--- src/rtl/bcd_pkg.sv ---
// bcd_pkg: shared FSM encoding and active-low seven-segment patterns
package bcd_pkg;
    typedef enum logic [1:0] {ST_IDLE, ST_SHIFT, ST_FINISH} state_t;
    localparam logic [6:0] SEG_BLANK = 7'h7F;
    localparam logic [6:0] SEG_DASH = 7'h3F;
    localparam logic [6:0] SEG_TABLE [10] = '{
        7'h40, 7'h79, 7'h24, 7'h30, 7'h19,
        7'h12, 7'h02, 7'h78, 7'h00, 7'h10
    };
endpackage

--- src/rtl/seg7_decode.sv ---
// seg7_decode: one BCD digit to active-low segments with blank and dash overrides
module seg7_decode
    import bcd_pkg::*;
(
    input  logic [3:0] i_bcd,
    input  logic       i_blank,
    input  logic       i_dash,
    output logic [6:0] o_seg
);
    assign o_seg = i_dash ? SEG_DASH : (i_blank || i_bcd > 4'd9) ? SEG_BLANK : SEG_TABLE[i_bcd];
endmodule

--- src/rtl/bcd_display_driver.sv ---
// bcd_display_driver: double-dabble binary to BCD conversion driving seven-segment displays
module bcd_display_driver
    import bcd_pkg::*;
#(
    parameter int WIDTH    = 8,
    parameter int DIGITS   = 3,
    parameter int BLANK_LZ = 1
) (
    input  logic                  CLOCK_50,
    input  logic                  RESET_N,
    input  logic [WIDTH-1:0]      VALUE,
    input  logic                  START,
    output logic                  BUSY,
    output logic                  DONE,
    output logic [4*DIGITS-1:0]   BCD,
    output logic [7*DIGITS-1:0]   HEX,
    output logic                  OVERFLOW
);
    localparam int ACC_D = (WIDTH + 2) / 3 + 1;
    localparam int ACC_W = 4 * ACC_D;
    localparam int CW = $clog2(WIDTH + 1);
    localparam logic [CW-1:0] CNT_LAST = CW'(WIDTH);

    state_t r_state, w_next;
    logic [WIDTH-1:0] r_val;
    logic [ACC_W-1:0] r_acc, w_adj;
    logic [CW-1:0] r_cnt;
    logic r_done, r_ovf;
    logic [4*DIGITS-1:0] r_bcd;
    logic [4*DIGITS+ACC_W-1:0] w_wide;
    logic [DIGITS-1:0] w_blank;
    logic w_accept, w_last;

    assign w_accept = START && r_state != ST_SHIFT;
    assign w_last = r_state == ST_SHIFT && r_cnt == CNT_LAST;
    assign w_wide = {{(4*DIGITS){1'b0}}, r_acc};

    for (genvar g = 0; g < ACC_D; g++) begin : g_adj
        assign w_adj[4*g +: 4] = r_acc[4*g +: 4] >= 4'd5 ? r_acc[4*g +: 4] + 4'd3 : r_acc[4*g +: 4];
    end

    // state register
    always_ff @(posedge CLOCK_50 or negedge RESET_N) begin
        if (!RESET_N) r_state <= ST_IDLE;
        else r_state <= w_next;
    end

    // next state: accept from any non-shifting state, leave SHIFT after the final shift count
    always_comb begin
        w_next = r_state;
        w_next = w_accept ? ST_SHIFT : w_last ? ST_FINISH : r_state == ST_FINISH ? ST_IDLE : r_state;
    end

    // datapath: capture on accept, shift while counting, publish results on FINISH entry
    always_ff @(posedge CLOCK_50 or negedge RESET_N) begin
        if (!RESET_N) begin
            r_val <= '0;
            r_acc <= '0;
            r_cnt <= '0;
            r_done <= 1'b0;
            r_ovf <= 1'b0;
            r_bcd <= '0;
        end else begin
            if (w_accept) begin
                r_val <= VALUE;
                r_acc <= '0;
                r_cnt <= '0;
            end else if (r_state == ST_SHIFT && !w_last) begin
                r_acc <= ACC_W'({w_adj, r_val[WIDTH-1]});
                r_val <= {r_val[WIDTH-2:0], 1'b0};
                r_cnt <= r_cnt + CW'(1);
            end
            r_done <= w_last;
            if (w_last) begin
                r_bcd <= w_wide[4*DIGITS-1:0];
                r_ovf <= |w_wide[4*DIGITS+ACC_W-1:4*DIGITS];
            end
        end
    end

    // a digit is blank when it and every digit above it are zero; the ones digit always shows
    for (genvar g = 0; g < DIGITS; g++) begin : g_dec
        assign w_blank[g] = BLANK_LZ != 0 && g != 0 && (r_bcd >> (4*g)) == '0;
        seg7_decode u_dec (
            .i_bcd   (r_bcd[4*g +: 4]),
            .i_blank (w_blank[g]),
            .i_dash  (r_ovf),
            .o_seg   (HEX[7*g +: 7])
        );
    end

    assign BUSY = r_state == ST_SHIFT;
    assign DONE = r_done;
    assign BCD = r_bcd;
    assign OVERFLOW = r_ovf;
endmodule

--- config.mk ---
export PLATFORM = sky130hd
export DESIGN_NAME = bcd_display_driver
export DESIGN_NICKNAME = d
export VERILOG_FILES = /design/src/rtl/bcd_pkg.sv /design/src/rtl/seg7_decode.sv /design/src/rtl/bcd_display_driver.sv
export SDC_FILE = /design/constraint.sdc
export NUM_CORES = 1
export LEC_CHECK = 0
export CORE_ASPECT_RATIO = 0.75
export CORE_MARGIN = 4
export CORE_UTILIZATION = 30
export DETAILED_ROUTE_END_ITERATION = 10
export SLEW_MARGIN = 10
export SYNTH_ARGS = -nofsm -noshare
export SYNTH_HDL_FRONTEND = slang
export SYNTH_HIERARCHICAL = 1
export SYNTH_SLANG_ARGS = --single-unit
--- constraint.sdc ---
create_clock -name CLOCK_50 -period 2.2 [get_ports CLOCK_50]
set_input_delay 0.33 -clock CLOCK_50 [delete_from_list [all_inputs] [get_ports CLOCK_50]]
set_output_delay 0.33 -clock CLOCK_50 [all_outputs]
set_load 0.1 [all_outputs]
=== After elaboration in Yosys (flattened, before gate mapping) ===
Memories as Yosys holds them, arrays and structs flattened.
Cells that the tools add are included.

* $add $sub $neg: 5
* Order comparisons: 10
* Equality and inequality tests: 4
* Multiplexer cells: 25
* Bitwise logic cells: 3
* Reductions and logical operators: 11

{| class="wikitable"
|+ Operator list
! kind !! count
|-
| two-way mux 7 bit || 12
|-
| two-way mux 16 bit || 2
|-
| zero test 12 bit || 2
|-
| two-way mux 4 bit || 5
|-
| greater-or-equal comparator 4 x 3 -> 1 bit, second input constant || 4
|-
| two-way mux 8 bit || 2
|-
| greater-or-equal comparator 5 bit, second input constant || 3
|-
| NOT 4 -> 5 bit || 3
|-
| adder 4 x 2 -> 4 bit, second input constant || 3
|-
| greater-than comparator 4 bit, second input constant || 3
|-
| two-way mux 2 bit || 3
|-
| adder 4 x 1 -> 4 bit, second input constant || 1
|-
| == test 4 bit, second input constant || 1
|-
| OR reduction 4 bit || 1
|-
| adder 3 x 2 -> 3 bit, second input constant || 1
|-
| logical AND 1 bit || 3
|-
| two-way mux 3 bit || 1
|-
| nonzero test 3 bit || 1
|-
| == test 2 x 1 -> 1 bit, second input constant || 1
|-
| == test 2 bit, second input constant || 1
|-
| logical OR 1 bit || 2
|-
| inequality test 2 x 1 -> 1 bit, second input constant || 1
|-
| nonzero test 2 bit || 1
|-
| zero test 1 bit || 1
|}

* Flip-flop bits (word level): 44
* Memory bits (read-only): 336
* Output and inout port bits: 36
* Memories: 3

{| class="wikitable"
|+ Memory list
! name !! words !! width !! read ports !! clocked after Yosys merged registers in !! write ports !! RTL line !! source
|-
| (name not given) || 16 || 7 || 1 || 0 || 0 || seg7_decode.sv:10 || <nowiki>assign o_seg = i_dash ? SEG_DASH : (i_blank || i_bcd > 4'd9) ? SEG_BLANK : SEG_TABLE[i_bcd];</nowiki>
|-
| (name not given) || 16 || 7 || 1 || 0 || 0 || seg7_decode.sv:10 ||
|-
| (name not given) || 16 || 7 || 1 || 0 || 0 || seg7_decode.sv:10 ||
|}

=== Logic depth before layout (Yosys ltp) ===
Gate-level depths: netlist (run 1).

* Depth after elaboration: 6
* Gate-level depth with buffers: 8

=== Modules after synthesis ===
The synthesis (run 1) kept the hierarchy.

{| class="wikitable"
|+ Modules (own cells, without submodules)
! module !! times used !! cells an instance !! area an instance (um^2)
|-
| bcd_display_driver || 1 || 209 || 2,214.6
|-
| seg7_decode || 3 || 30 || 227.7
|}

=== Worst setup path after synthesis (run 1) ===
OpenSTA, ideal clock, no wires.

* Path kind: flip-flop to output port
* From: register r_bcd[4], in the netlist BCD[4]
* To: output HEX[12]
* Arrival: 3.754 ns
* Data required time: 1.870 ns
* Path slack: -1.884 ns
* Stages on the path, launching flop included: 5
* Buffers on the path: 0
* Cell sequence: dfrtp_1 inv_1 ha_1 o21a_1 o21ai_0

* Longest elaborated chain between the ends: 6

{| class="wikitable"
|+ RTL lines
! element !! RTL line !! source
|-
| start, declared || bcd_display_driver.sv:29 || <nowiki>logic [4*DIGITS-1:0] r_bcd;</nowiki>
|-
| start signal, assigned || bcd_display_driver.sv:75 || <nowiki>r_bcd <= w_wide[4*DIGITS-1:0];</nowiki>
|-
| NOT 4 -> 5 bit (implied by the code) || seg7_decode.sv:10 ||
|-
| memory read (16 x 7 bit) || - ||
|-
| two-way mux 7 bit (implied by the code) (2 in a row) || seg7_decode.sv:10 ||
|-
| two-way mux 7 bit (*) (2 in a row) || seg7_decode.sv:10 ||
|-
| end, declared || bcd_display_driver.sv:16 || <nowiki>output logic [7*DIGITS-1:0] HEX,</nowiki>
|}

Every way passes the cells marked *; elsewhere a longest branch is shown, timed or not. The select of a mux whose other input is x is not followed.

=== Worst setup path after layout (run 1) ===
* From: register r_bcd[9], in the netlist BCD[9]
* To: output HEX[14]

Same word-level chain as after synthesis.

==> impl_metrics.toml, run 1 <==
[synthesis]
async_flop_share = 1.00
synthTopCellsByCount = "dfrtp_1, nand2_1, o21ai_0"
ys.flop_type = "dfrtp_1"
syn_area_mm2 = 0.00290
synth_area_leaders = "dfrtp_1, ha_1, mux2_2"
syn_area_per_cell_um2 = 9.69
yosysTopAreaCell = "dfrtp_1"
ys_types = 38
syn_inst = 299
ys_ff_latch = 44
yosysTopAreaCellShare = 0.380
ys_seq_area_frac = 0.380
ys_warn_count = 6
synth_most_common_cell = "dfrtp_1"
synth-edff-count = 0

[critical_path]
cp.required_ps = 1870
end_kind = "output port"
worstSetupPathType = "register to output port"
arrival_ps = 1890
path_buf_inv = 3
cp_slowest_cell = "dfrtp_4"
critical-path-max-stage-delay_ps = 530
crit_chain = "inv_4, ha_4, o21bai_4, a211oi_4, buf_6, o21ai_2, buf_12"
crit_family = "flip-flops"
startpoint_type = "register"
path_max_fanout = 7

[flow_run]
drv_cap = 0

[timing]
setup_ws_ps = -16.7
clock_skew_ps = 5.54
fmax_mhz = 451
hold_ws_ps = 5.79
fin_crit_sh = 1.01
fin_crit_ps = 2220
hold_violations = 0
rsz0062_at_grt = "true"
slew_violations = 0
slew_headroom = 0.627
tightestPinTransition_ps = 558
setup_viol = 2

[floorplan]
die_y_um = 93.1
dieWidth_um = 121
initial_core_util = 0.314
die-area_mm2 = 0.0113
coreArea_mm2 = 0.00923
pin_count = 47
num_rows = 30

[layout]
area_growth_pct = 45.3
final_util = 0.456
drive_gt1_frac = 0.407
instances_no_fill = 489
n_antenna_cell = 0
fin_nets = 397

[routing]
route.detailed.drc = 0
dr_total_vias = 2265
drt_iter0_drc = 111
ant_nets = 0
drt_first_pass_iters = 4
wl_per_cell_um = 12.7
via_per_inst = 4.63
wl_mm = 6.22

[run_status]
violations = "negative setup slack"
status = "finished with violations"

[global_route]
track_usage = 0.113
grt.overflow.total = 0
grt_pass1_wl_mm = 10.6
grt_max_degree = 34
grt_antenna_before_repair = 0
grt_pass1_vias = 2244

[cts]
clockRootBuffer = "clkbuf_16"
cts_tree = "built"
cts.path.max_buffers = 2
htree_levels = 2
clk_latency_ps = 280
clk_pin_slew_worst_paths_ps = 60
cts_sinks = 44
cts_buffers = 5
postCtsHoldBufs = 0

[placed_design]
place_congestion = 0.762
dp.cells = 471
port-buffer-count = 46
dp_hpwl_mm = 4.38

[worst_hold_path]
min_path_type = "input port to async pin"
[layout by cell type, fill, tap and decap left out, types with 6 or more instances in the layout]
cell,netlist,final
mux2_2,16,16
a22oi_2,6,6
o21ai_0,28,19
inv_1,19,13
buf_4,1,31
ha_1,26,20
nand2_1,31,28
a21oi_1,27,24
o21ai_4,0,7
dfrtp_4,0,8
dfrtp_1,44,31
nor2_1,11,11
nand3_1,22,22
buf_12,0,22
clkdlybuf4s50_1,0,9
[worst register-to-register path: stages (launching register included)]
cell and delay, ps:
dfrtp_1 420, inv_1 70, ha_1 190, nand3b_4 120, nor2_4 370, mux2_2 390
[path summary, 6_finish.rpt]
kind,depth (start not counted),startpoint,slack [ps],end
min in group CLOCK_50,2,r_val[6],490,r_val[7]
max in group asynchronous,3,RESET_N,1410,r_val[3]
worst max-delay path,7,BCD[9],-20,HEX[14]
worst min-delay path,1,RESET_N,6,r_acc[8]
worst min register to register,2,r_val[6],490,r_val[7]
worst max register to register,5,r_cnt[0],510,BCD[9]
[final cells by class]
cell class	instances	area [um^2]
clock inverter	3	46.3
multi-input combinational	223	1850
inverter	20	92.6
fill	870	5020
tap	128	160
sequential	44	1140
timing repair buffer	66	802
clock buffer	5	125
[logic make-up after synthesis]
family,share of synthesized area
compound gates,0.198
xor+xnor,0.0151
fa+ha+maj,0.112
buf+inv,0.0652
flops,0.380
mux,0.0656
other cells,0.00129
simple gates,0.162
[metal layers]
metal  vias to the layer above  part of all wire  track usage
met5                         -                 0            0
met3                         8             0.044       0.0254
met2                        35              0.46        0.178
li1                       1153                 -            -
met1                      1069              0.49        0.154
met4                         0             0.011       0.0336
[through the flow]
| stage | TNS [ps] | cell area (um^2) | worst slack (ps) |
|---|---|---|---|
| finish | -21.6 | 4210 | -16.7 |
| detailed placement | 0 | 3840 | 166 |
| global route | -703 | 4210 | -72.4 |
| CTS | -6.03 | 4120 | -3.33 |
| global placement | 0 | 3840 | 199 |
| floorplan | -2910 | 3080 | -663 |
[flip-flops by register name, indices dropped and copies added, names as in the netlist]
| name | cells |
|---|---|
| r_val | 8 |
| OVERFLOW | 1 |
| r_state | 2 |
| DONE | 1 |
| r_cnt | 4 |
| BCD | 12 |
| r_acc | 16 |
[what timing repair did]
action                                  in CTS  in global routing
buffers inserted                             7                  3
endpoints found under the setup margin      15                 16
cloned                                       0                  0
gates resized for setup                     13                 14
pin swaps                                    4                  7
Power of run 1 is left out: the tool's default activity adds up to more than one toggle a clock period on the data nets, which glitch-free logic cannot reach.
==> inputs of run 2 (changes only) <==
--- a/config.mk
+++ b/config.mk
@@ -9,7 +9,7 @@
 export CORE_MARGIN = 4
 export CORE_UTILIZATION = 30
 export DETAILED_ROUTE_END_ITERATION = 10
-export SLEW_MARGIN = 10
+export SLEW_MARGIN = 20
 export SYNTH_ARGS = -nofsm -noshare
 export SYNTH_HDL_FRONTEND = slang
 export SYNTH_HIERARCHICAL = 1
==> results of run 2 <==
The final DEF is identical to that of run 1; final timing and power are the same.
Power of run 2 is left out for the same reason.
==> RTL change 1, RTL diff (settings of run 1) <==
The output `DONE` loses its register stage (`r_done` becomes a continuous assignment).
--- a/src/rtl/bcd_display_driver.sv
+++ b/src/rtl/bcd_display_driver.sv
@@ -58,5 +58,4 @@
             r_acc <= '0;
             r_cnt <= '0;
-            r_done <= 1'b0;
             r_ovf <= 1'b0;
             r_bcd <= '0;
@@ -71,5 +70,4 @@
                 r_cnt <= r_cnt + CW'(1);
             end
-            r_done <= w_last;
             if (w_last) begin
                 r_bcd <= w_wide[4*DIGITS-1:0];
@@ -78,4 +76,6 @@
         end
     end
+
+    assign r_done = w_last;
 
     // a digit is blank when it and every digit above it are zero; the ones digit always shows
Check against the original RTL: not equivalent (a bounded check fails within 10 cycles, from zero or initial values and one cycle with RESET_N low).
==> RTL change 1 against run 1 <==
- first-iteration DRC count grew 35%
- critical endpoint unchanged
- sequential cell count shrank 1
- critical path depth is the same
- largest cell class unchanged
- wire length rose by 2.0%
- die area down 0.80%
- global-route usage is essentially flat
- synthesized area down 0.86%
- setup slack gained 0.038 ns
- cell area is 0.80% higher
Power is not shown: default switching activity piles up to over one toggle a cycle in this logic, so the estimate is an artifact.
==> RTL change 1: results (changes against run 1) <==
[clock_tree]
cts.path.max_buffers=2  ; unchanged
clk_pin_slew_ns=0.06  ; about the same
clk_latency_ns=0.28  ; about the same
cts_made_buffers=5  ; unchanged
htreeDepth=2  ; unchanged

[placed_design]
pre_cts_slack_ns=0.173  ; +0.00679 ns
dpl.hpwl_mm=4.36  ; -0.52%
routabilityCongestion=0.797  ; +4.6%

[synthesis]
synthTopCellsByCount=dfrtp_1, nand2_1, o21ai_0
synth.top_cells.by_area=dfrtp_1, ha_1, mux2_2
synth-seq-area-share_pct=37.5  ; -0.54 points

[critical_path]
crit_fanout=4  ; -3
reg2reg_to=r_acc[7]
crit_family=flip-flops
arrival_ns=1.85  ; -0.04 ns
ff2ff_path_depth=6  ; +1
cp_slowest_stage_delay_ns=0.51  ; -0.02 ns

[status]
status=finished, final reports clean

[global_routing]
grt_max_degree=35  ; +2.9%
grt_use_total_pct=11.3  ; -0.016 points
grt_pass1_vias=2142  ; -4.5%
grt_first_pass_wirelength_mm=10.4  ; -1.3%

[cells_and_area]
nNetsFinal=401  ; +1.0%
antenna_cells=0  ; unchanged
drive_above_1_share_pct=41.6  ; +0.92 points
nFillCells=844  ; -3.0%

[timing]
clock-skew-final_ns=0.00383  ; -0.00171 ns
slew-limit-headroom_pct=49.3  ; -13 points
drv_slew=0  ; unchanged

[route]
drt_first_pass_iters=4  ; unchanged
wirelength_mm=6.35  ; +2.0%
post_drt_via_cell_ratio=4.62  ; -0.15%
drtIter0Drc=150  ; +35%

[RTL change 1: cell types whose count changed after synthesis, sizes merged]
cell,change
dfrtp,-1
[RTL change 1: per-stage QoR]
| step | cell area (sq um) | instances | setup TNS [ns] | hold WS [ns] |
|---|---|---|---|---|
| 3_5_place_dp | 3820 | 469 | 0 | 0.458 |
| 3_3_place_gp | 3820 | 469 | 0 | 0.451 |
| 4_1_cts | 4050 | 483 | -0.00163 | 0.155 |
| 6_report | 4250 | 493 | 0 | 0.123 |
| 2_1_floorplan | 3050 | 299 | -2.91 | 0.0344 |
| 5_1_grt | 4250 | 493 | -0.378 | 0.185 |
[RTL change 1: worst max-delay path by stage]
stage / startpoint / endpoint / slack (ns) / cells past startpoint
final: BCD[8] / HEX[14] / 0.02 / 7
after global routing: BCD[8] / HEX[18] / -0.06 / 6
after CTS: BCD[4] / HEX[8] / -0.002 / 7
after detailed placement: BCD[4] / HEX[8] / 0.17 / 7
after global placement: BCD[4] / HEX[8] / 0.21 / 7
after floorplan: BCD[10] / HEX[18] / -0.66 / 3
[RTL change 1: layout make-up]
type / count / area [sq um] / area share (%)
Clock buffer: 7 / 133 / 3.12
Clock inverter: 1 / 5.00 / 0.118
Inverter: 20 / 92.6 / 2.18
Multi-Input combinational cell: 223 / 1870 / 44.0
Sequential cell: 43 / 1110 / 26.2
Tap cell: 128 / 160 / 3.77
Timing Repair Buffer: 71 / 875 / 20.6
[RTL change 1: worst reg2reg max path, stage by stage (launching register included)]
cell,delay [ns]
dfrtp_1,0.42
inv_1,0.08
ha_1,0.19
nand3b_4,0.12
nand2_2,0.45
o21ai_0,0.19
a21oi_1,0.17
[RTL change 1: per-layer routing]
metal  vias to the layer above  GRT usage (%)  share of wire, %
li1                       1154              -                 -
met1                      1068           15.9                50
met2                        52           17.1                46
met3                         6           3.24               3.5
met4                         0           2.45               1.1
met5                         -              0                 0
[RTL change 1: repair_timing]
action	CTS	global route
resized for setup	13	20
pin swaps	3	10
endpoints found under the setup margin	14	16
setup buffers	6	11
[RTL change 1: cells by family (layout without fill, tap and decap cells)]
group,Yosys count,count (layout),share of synthesized area [%]
XOR/XNOR,5,5,1.52
adder cells (fa/ha/maj),26,26,11.3
flip-flops,43,43,37.5
AO/OA/AOI/OAI,83,83,20.0
AND/OR/NAND/NOR,90,90,16.4
buffers and inverters,33,99,6.58
multiplexers,17,17,6.62
other,1,2,0.131
==> RTL change 2, RTL diff (config.mk and constraints of run 1) <==
Without the edit above. The parameter `WIDTH` goes from 8 to 16.
--- a/src/rtl/bcd_display_driver.sv
+++ b/src/rtl/bcd_display_driver.sv
@@ -3,5 +3,5 @@
     import bcd_pkg::*;
 #(
-    parameter int WIDTH    = 8,
+    parameter int WIDTH    = 16,
     parameter int DIGITS   = 3,
     parameter int BLANK_LZ = 1
Interface: changed (resized VALUE); port bits go from 47 to 55. The function was not compared with the original's and may differ.
==> RTL change 2 against run 1 <==
- via count rose by 45%
- largest cell class unchanged
- critical endpoint is now HEX[3]
- die area up 36%
- setup slack improved by 0.025 ns
- cell area rose by 34%
- synthesized area up 39%
- sequential cell count is 21 higher
- wire length up 47%
- register-to-register slack worse by 0.24 ns
Power is not shown: default switching activity piles up to over one toggle a cycle in this logic, so the estimate is an artifact.
==> RTL change 2: results (changes against run 1) <==
[timing]
slew-limit-headroom_pct=59.9  ; -2.8 points

[synthesis]
synth.top_cells.by_area=dfrtp_1, ha_1, o21ai_0
synthTopCellsByCount=dfrtp_1, nand2_1, o21ai_0
synth_area_per_cell_sq_um=9.32  ; -3.8%
ys_types=40  ; +5.3%

[global_routing]
grt_use_total_pct=12.0  ; +0.77 points
grt_first_pass_wirelength_mm=15.4  ; +45%
grt_max_degree=59  ; +74%

[placed_design]
detailed_place.area_sq_um=5110  ; +33%
routabilityCongestion=0.857  ; +13%
dpl.hpwl_mm=6.31  ; +44%
portBuffers=54  ; +17%
placed_cells=649  ; +38%

[critical_path]
crit_path_end=HEX[3]
reg2reg_to=r_acc[3]
critPathLaunch=BCD[1]
ff2ff_path_depth=6  ; +1
regToRegSetupSlack_ns=0.27  ; -0.24 ns
arrival_ns=1.86  ; -0.03 ns

[clock_tree]
htreeDepth=3  ; +1
cts_made_buffers=9  ; +4

[cells_and_area]
drive_above_1_share_pct=29.7  ; -11 points
largest_register_ffs=28  ; +12
nNetsFinal=558  ; +41%

[route]
vias=3294  ; +45%
routedWlPerCell_microns=13.4  ; +5.6%
post_drt_via_cell_ratio=4.85  ; +4.7%

[status]
status=finished, final reports clean

-- RTL change 2: cell count changes after synthesis, moves of 3 or more --
cell      delta
ha_1         +9
dfrtp_1     +21
nand2_1     +18
a22oi_2      -6
a21oi_1     +10
a22oi_1     +13
mux2_2       -3
clkbuf_1     +6
nor3b_1      +3
o21ai_1      +5
inv_1        +8
nand3_1     +16
xnor2_1      +3
o21ai_0     +17
-- RTL change 2: routing by layer --
metal	part of all wire, %	vias to the layer above	global-route usage (%)
met2	48	59	19.9
met1	48	1590	16.2
met5	0	-	0
met4	0.49	0	2.26
met3	3.7	6	3.05
li1	-	1639	-
-- RTL change 2: worst max-delay path, stage by stage, from the launching register on --
cell and delay [ns]:
dfrtp_4 0.50, inv_4 0.09, ha_4 0.14, o21bai_4 0.08, a211oi_4 0.31, buf_6 0.18
o21ai_4 0.06, buf_12 0.17
-- RTL change 2: kinds of logic after synthesis --
logic type      after synthesis  synth area share (%)
simple gates                136                  17.6
compound gates              124                  19.2
flops                        65                  40.5
buf+inv                      48                  6.10
fa+ha+maj                    35                  10.9
mux                          14                  3.89
xor+xnor                      8                  1.74
other cells                   1                0.0933
-- RTL change 2: final cells by class --
cell class	instances	area, sq um
Inverter	27	116
Tap cell	171	214
Sequential cell	65	1660
Multi-Input combinational cell	319	2400
Timing Repair Buffer	82	988
Clock inverter	4	22.5
Clock buffer	11	233
Fill cell	1221	7430
-- RTL change 2: per-stage QoR --
step / TNS, ns / setup slack [ns]
after floorplan: -2.92 / -0.663
after global placement: 0 / 0.278
after detailed placement: 0 / 0.194
after CTS: 0 / 0.00256
after global routing: -0.414 / -0.0736
final: 0 / 0.00795
-- RTL change 2: what timing repair did --
item                                    in CTS  in global routing
pin swaps                                    2                  6
setup buffers                                3                 12
endpoints found under the setup margin      17                 20
gates resized for setup                     17                 13
